**src/rtl/mr_wb_arb.sv**
```systemverilog
`default_nettype none
// +--------------------------------------------------------------------------+
// | mr_wb_arb : writeback arbiter, pipe + CSR result FIFOs -> one RF port     |
// | Revision  : 1.0                                                           |
// +--------------------------------------------------------------------------+
module mr_wb_arb #(
  parameter int XLEN         = 32,
  parameter int DEPTH        = 2,
  parameter int STARVE_LIMIT = 3
) (
  input  logic                    clk,
  input  logic                    rst,
  input  logic                    pipe_valid,
  output logic                    pipe_ready,
  input  logic [4:0]              pipe_reg,
  input  logic [XLEN-1:0]         pipe_val,
  input  logic                    csr_valid,
  output logic                    csr_ready,
  input  logic [4:0]              csr_reg,
  input  logic [XLEN-1:0]         csr_val,
  output logic                    rf_we,
  output logic [4:0]              rf_waddr,
  output logic [XLEN-1:0]         rf_wdata,
  output logic [1:0]              insts_ret,
  output logic [$clog2(DEPTH):0]  pipe_level,
  output logic [$clog2(DEPTH):0]  csr_level,
  output logic                    idle
);

  localparam int              PW           = $clog2(DEPTH);
  localparam int              LW           = PW + 1;
  localparam logic [LW-1:0]   C_FULL       = LW'(DEPTH);
  localparam logic [3:0]      C_STARVE_MAX = 4'(STARVE_LIMIT);

  // Index 0 is the pipe source, index 1 the CSR source.
  logic [1:0]            w_in_valid;
  logic [1:0][4:0]       w_in_reg;
  logic [1:0][XLEN-1:0]  w_in_val;
  logic [1:0]            w_ready;
  logic [1:0]            w_push;
  logic [1:0]            w_pop;
  logic [1:0]            w_head_v;
  logic [1:0][4:0]       w_head_reg;
  logic [1:0][XLEN-1:0]  w_head_val;
  logic [1:0][LW-1:0]    w_level;
  logic [1:0]            w_null;
  logic [1:0]            w_wr;
  logic                  w_csr_force;
  logic                  w_gnt_pipe;
  logic                  w_gnt_csr;
  logic [3:0]            r_starve;

  assign w_in_valid = {csr_valid, pipe_valid};
  assign w_in_reg   = {csr_reg, pipe_reg};
  assign w_in_val   = {csr_val, pipe_val};

  generate
    for (genvar s = 0; s < 2; s++) begin : g_src
      logic [4:0]      r_reg_mem [DEPTH];
      logic [XLEN-1:0] r_val_mem [DEPTH];
      logic [PW-1:0]   r_wptr;
      logic [PW-1:0]   r_rptr;
      logic [LW-1:0]   r_level;

      always_ff @(posedge clk) begin
        if (w_push[s]) begin
          r_reg_mem[r_wptr] <= w_in_reg[s];
          r_val_mem[r_wptr] <= w_in_val[s];
        end
      end

      // Pointers are exactly PW bits wide, so DEPTH being a power of two gives the wrap for free.
      always_ff @(posedge clk) begin
        if (rst) begin
          r_wptr  <= '0;
          r_rptr  <= '0;
          r_level <= '0;
        end else begin
          if (w_push[s]) r_wptr <= r_wptr + PW'(1);
          if (w_pop[s])  r_rptr <= r_rptr + PW'(1);
          r_level <= r_level + LW'(w_push[s]) - LW'(w_pop[s]);
        end
      end

      assign w_ready[s]    = (r_level < C_FULL);
      assign w_push[s]     = w_in_valid[s] & w_ready[s];
      assign w_level[s]    = r_level;
      assign w_head_v[s]   = (r_level != '0);
      assign w_head_reg[s] = r_reg_mem[r_rptr];
      assign w_head_val[s] = r_val_mem[r_rptr];
    end
  endgenerate

  always_comb begin
    w_null      = '0;
    w_wr        = '0;
    for (int s = 0; s < 2; s++) begin
      w_null[s] = w_head_v[s] && (w_head_reg[s] == 5'd0);
      w_wr[s]   = w_head_v[s] && (w_head_reg[s] != 5'd0);
    end
    // A waiting CSR head overrides pipe priority once starved or when its FIFO is full.
    w_csr_force = (r_starve == C_STARVE_MAX) || (w_level[1] == C_FULL);
    w_gnt_pipe  = w_wr[0] && !(w_wr[1] && w_csr_force);
    w_gnt_csr   = w_wr[1] && !w_gnt_pipe;
    w_pop       = {w_null[1] | w_gnt_csr, w_null[0] | w_gnt_pipe};
  end

  always_ff @(posedge clk) begin
    if (rst) begin
      rf_we     <= 1'b0;
      rf_waddr  <= '0;
      rf_wdata  <= '0;
      insts_ret <= '0;
      r_starve  <= '0;
    end else begin
      rf_we     <= w_gnt_pipe | w_gnt_csr;
      if (w_gnt_csr) begin
        rf_waddr <= w_head_reg[1];
        rf_wdata <= w_head_val[1];
      end else if (w_gnt_pipe) begin
        rf_waddr <= w_head_reg[0];
        rf_wdata <= w_head_val[0];
      end
      insts_ret <= {1'b0, w_pop[0]} + {1'b0, w_pop[1]};
      if (w_pop[1]) begin
        r_starve <= '0;
      end else if (w_wr[1] && (r_starve != C_STARVE_MAX)) begin
        r_starve <= r_starve + 4'd1;
      end
    end
  end

  assign pipe_ready = w_ready[0];
  assign csr_ready  = w_ready[1];
  assign pipe_level = w_level[0];
  assign csr_level  = w_level[1];
  assign idle       = (w_level[0] == '0) && (w_level[1] == '0) && !rf_we;

`ifndef SYNTHESIS
  always_ff @(posedge clk) begin
    if (!rst) begin
      a_pipe_level: assert (pipe_level <= C_FULL);
      a_csr_level:  assert (csr_level <= C_FULL);
      a_ret_max:    assert (insts_ret <= 2'd2);
      a_we_addr:    assert (!rf_we || (rf_waddr != 5'd0));
    end
  end
`endif

endmodule
`default_nettype wire

```
**config.mk**
```make
export PLATFORM = sky130hd
export DESIGN_NAME = mr_wb_arb
export DESIGN_NICKNAME = d
export VERILOG_FILES = /design/src/rtl/mr_wb_arb.sv
export SDC_FILE = /design/constraint.sdc
export NUM_CORES = 1
export LEC_CHECK = 0
export CELL_PAD_IN_SITES_DETAIL_PLACEMENT = 1
export CELL_PAD_IN_SITES_GLOBAL_PLACEMENT = 2
export CORE_MARGIN = 3
export CORE_UTILIZATION = 34
export CTS_CLUSTER_DIAMETER = 150
export CTS_CLUSTER_SIZE = 14
export DETAILED_ROUTE_END_ITERATION = 8
export HOLD_SLACK_MARGIN = 0.1
export PLACE_DENSITY = 0.77
export SYNTH_ARGS = -nofsm -noshare
export SYNTH_HDL_FRONTEND = slang
export SYNTH_SLANG_ARGS = --single-unit
export TNS_END_PERCENT = 100
```
**constraint.sdc**
```tcl
create_clock -name clk -period 2.7 [get_ports clk]
set_input_delay 0.405 -clock clk [delete_from_list [all_inputs] [get_ports clk]]
set_output_delay 0.405 -clock clk [all_outputs]
set_load 0.005 [all_outputs]
```
==> impl_metrics.csv <==
group,metric,value,unit
outcome,outcome,"complete, no violations",
grt,grt_max_degree,39,
power_and_ir_drop,finalPower,10.2,mW
timing,slew_headroom,35.4,%
drt,vias_per_cell,4.91,
grt,antenna_found_initial,2,
setup_path,crit_arrival,2.81,ns
synth,ys.flop_type,"edfxtp_1",
setup_path,required,3.06,ns
drt,drt_wl_total,20500,microns
cts,cts-hold-fix-buffers,0,
setup_path,r2r_start,"g_src[1].r_reg_mem[1][2]",
place,dp_hpwl,13900,microns
hold_path,hp-start,"csr_val[13]",
synth,synth_area_leaders,"edfxtp_1 (54%), dfxtp_1 (13%), mux2i_1 (9.0%)",
timing,rsz0062_at_grt,"false",
floorplan,coreArea,23500,sq um
place,placed_cell_area,9820,sq um
synth,yosysMostFrequentCell,"edfxtp_1",
layout,multiInputGateArea,2350,sq um
place,io_buffers,124,
setup_path,startpoint,"g_src[1].r_reg_mem[1][2]",
timing,fin_skew,0.0128,ns
grt,grt-ovfl-total,0,
synth,netlist.area_leader.share,54.3,%
drt,dr.pass1.iters,4,
floorplan,floorplan.initialDensity,34.8,%
flow_run,cap_violations,0,
layout,finalNetCount,762,
synth,yosysWarningCount,0,
timing,timing.final.max_slew_violations,0,
power_and_ir_drop,total_leakage_power,3.41,nW
timing,setup_tns,0,ns
synth,synth_cell_type_count,45,
synth,netlist_area,8190,sq um
synth,yosysSeqAreaShare,67.5,%
cts,cts_root_buffer,"clkbuf_16",
grt,grt_pass1_wl,32000,microns
drt,wl_per_cell,20.3,microns
cts,cts_sinks,202,
synth,synth_nets,638,
drt,drtIter0Drc,260,
setup_path,critPathKind,"reg -> reg",
layout,fillCellCount,2394,
floorplan,die_area,26000,sq um
timing,period_share,90.7,%
drt,ant_nets,0,
timing,max_freq,0.409,GHz
cts,cts_made_buffers,18,
synth,synthArstFlopShare,0,%
hold_path,hold_path.class,"in -> reg",
floorplan,placementRows,56,
cts,path_clk_slew,0.07,ns
setup_path,crit_path_end_kind,"flip-flop",
layout,drive_gt1_share,12.0,%
grt,grt_pass1_vias,5558,
cts,cts-htree-levels,1,
cts,clkLatencyLatePin,0.48,ns
cts,cts_tree,"done",
layout,seqCellArea,5530,sq um
synth,synth.avg_cell_area,14.8,sq um
setup_path,cp_max_fo,10,
drt,remaining_drc_errors,0,
timing,final-hold-violation-count,0,
floorplan,fp.dieH,161,microns
place,place_congestion,0.722,
layout,area_growth,26.3,%
drt,via_count,4964,
timing,finalCriticalPeriod,2.45,ns
synth,synth-seq-cells,202,
timing,tightest_slew,0.966,ns
cts,cts_setup_buffers,0,
power_and_ir_drop,ir_worst_vdd,0.000315,V
cts,cts_resized,0,
synth,synth_top_cell_by_area,"edfxtp_1",
synth,ys_top_cells_by_count,"edfxtp_1 (148), mux2i_1 (74), dfxtp_1 (54)",
synth,synth_edf_count,148,
grt,track_usage,15.7,%
cts,clk_path_buf_depth,3,
timing,setup_viol,0,
floorplan,fp.dieW,161,microns
power_and_ir_drop,p_per_area,982,nW/um^2
layout,stdcell_area,10300,sq um
floorplan,ios,125,
synth,synth_cells,554,
setup_path,cp-start-kind,"flip-flop",
worst paths after layout:
kind	end	slack, ns	cells past startpoint
max reg2reg	pipe_level[1]	0.25	10
min	g_src[1].r_val_mem[0][13]	0.51	1
max	pipe_level[1]	0.25	10
min reg2reg	rf_wdata[17]	0.51	2
stage by stage:
step | util, % | hold WS [ns] | instances | setup WS [ns]
6_report | 44.0 | 0.508 | 1010 | 0.252
4_1_cts | 43.9 | 0.482 | 1009 | 0.248
2_1_floorplan | - | 0.471 | 554 | 0.137
3_5_place_dp | 41.7 | 0.509 | 977 | 0.286
5_1_grt | 43.9 | 0.492 | 1009 | 0.0864
3_3_place_gp | 41.7 | 0.485 | 977 | 0.407
where the power goes:
part / internal [mW] / switching [mW] / total, mW
clock network: 1.31 / 1.07 / 2.39
logic: 1.59 / 1.78 / 3.37
registers: 4.05 / 0.354 / 4.41
total: 6.95 / 3.21 / 10.2
critical path: stages, from the launching register on:
cell and delay [ns]:
edfxtp_1 0.44, nor4b_4 0.34, o22a_2 0.34, nor2_1 0.12, a31oi_1 0.25, ha_1 0.29
inv_1 0.06, ha_1 0.16, xnor2_1 0.14, xnor2_1 0.15, nor2_1 0.05
kinds of logic after synthesis:
family	Yosys count	share of synthesized area, %
AO/OA/AOI/OAI	101	12.3
XOR/XNOR	6	0.642
adder cells (fa/ha/maj)	6	0.916
buffers and inverters	77	4.31
flip-flops	202	67.5
multiplexers	74	9.04
AND/OR/NAND/NOR	88	5.35
layout make-up:
| type | instances | area share [%] |
|---|---|---|
| diodes | 1 | 0.0242 |
| clock buffers | 31 | 5.03 |
| clock inverters | 1 | 0.0846 |
| inverters | 44 | 1.60 |
| multi-input cells | 275 | 22.7 |
| flip-flops and latches | 202 | 53.4 |
| well taps | 319 | 3.86 |
| repair buffers | 137 | 13.3 |
placed cells by master (no fill, tap or decap), types with 2 or more instances in the layout:
cell             Yosys  layout
o221ai_2            30      30
a21oi_1              6       6
nand2_1              6       6
a31oi_1              2       2
buf_4                2      10
o21ai_0              9       9
clkdlybuf4s50_1      0     124
mux2i_1             74      74
o221ai_1             8       8
nand3_1              2       2
nor2_1              51      49
dfxtp_1             54      52
ha_1                 6       6
and3_2               0       2
a22oi_1              3       2
edfxtp_1           148     148
o211ai_1            32      32
buf_12               0       3
nor4_1               2       2
nor2b_1              6       6
or2_2                2       2
xor2_1               2       2
xnor2_1              4       4
nor2_4               0       2
or3_1                2       2
clkbuf_1            15      12
nor3_1               4       4
a311o_1              2       2
dfxtp_2              0       2
nand4_1              5       5
inv_1               44      44
clkbuf_16            0      19
state kept, by name, indices dropped and copies added, names as in the netlist, named ones only:
| name | count |
|---|---|
| csr_level | 2 |
| g_src.r_reg_mem | 20 |
| g_src.r_rptr | 2 |
| insts_ret | 2 |
| rf_we | 1 |
| g_src.r_val_mem | 128 |
| rf_waddr | 5 |
| pipe_level | 2 |
| rf_wdata | 32 |
| g_src.r_wptr | 2 |
| r_starve | 4 |
metal layers:
layer / routed length [microns] / GRT usage [%]
met3: 1080 / 3.21
met2: 9720 / 26.4
met1: 9330 / 21.2
met4: 307 / 3.44
met5: 23 / 0
No activity file was read; power rests on OpenSTA's default activity.
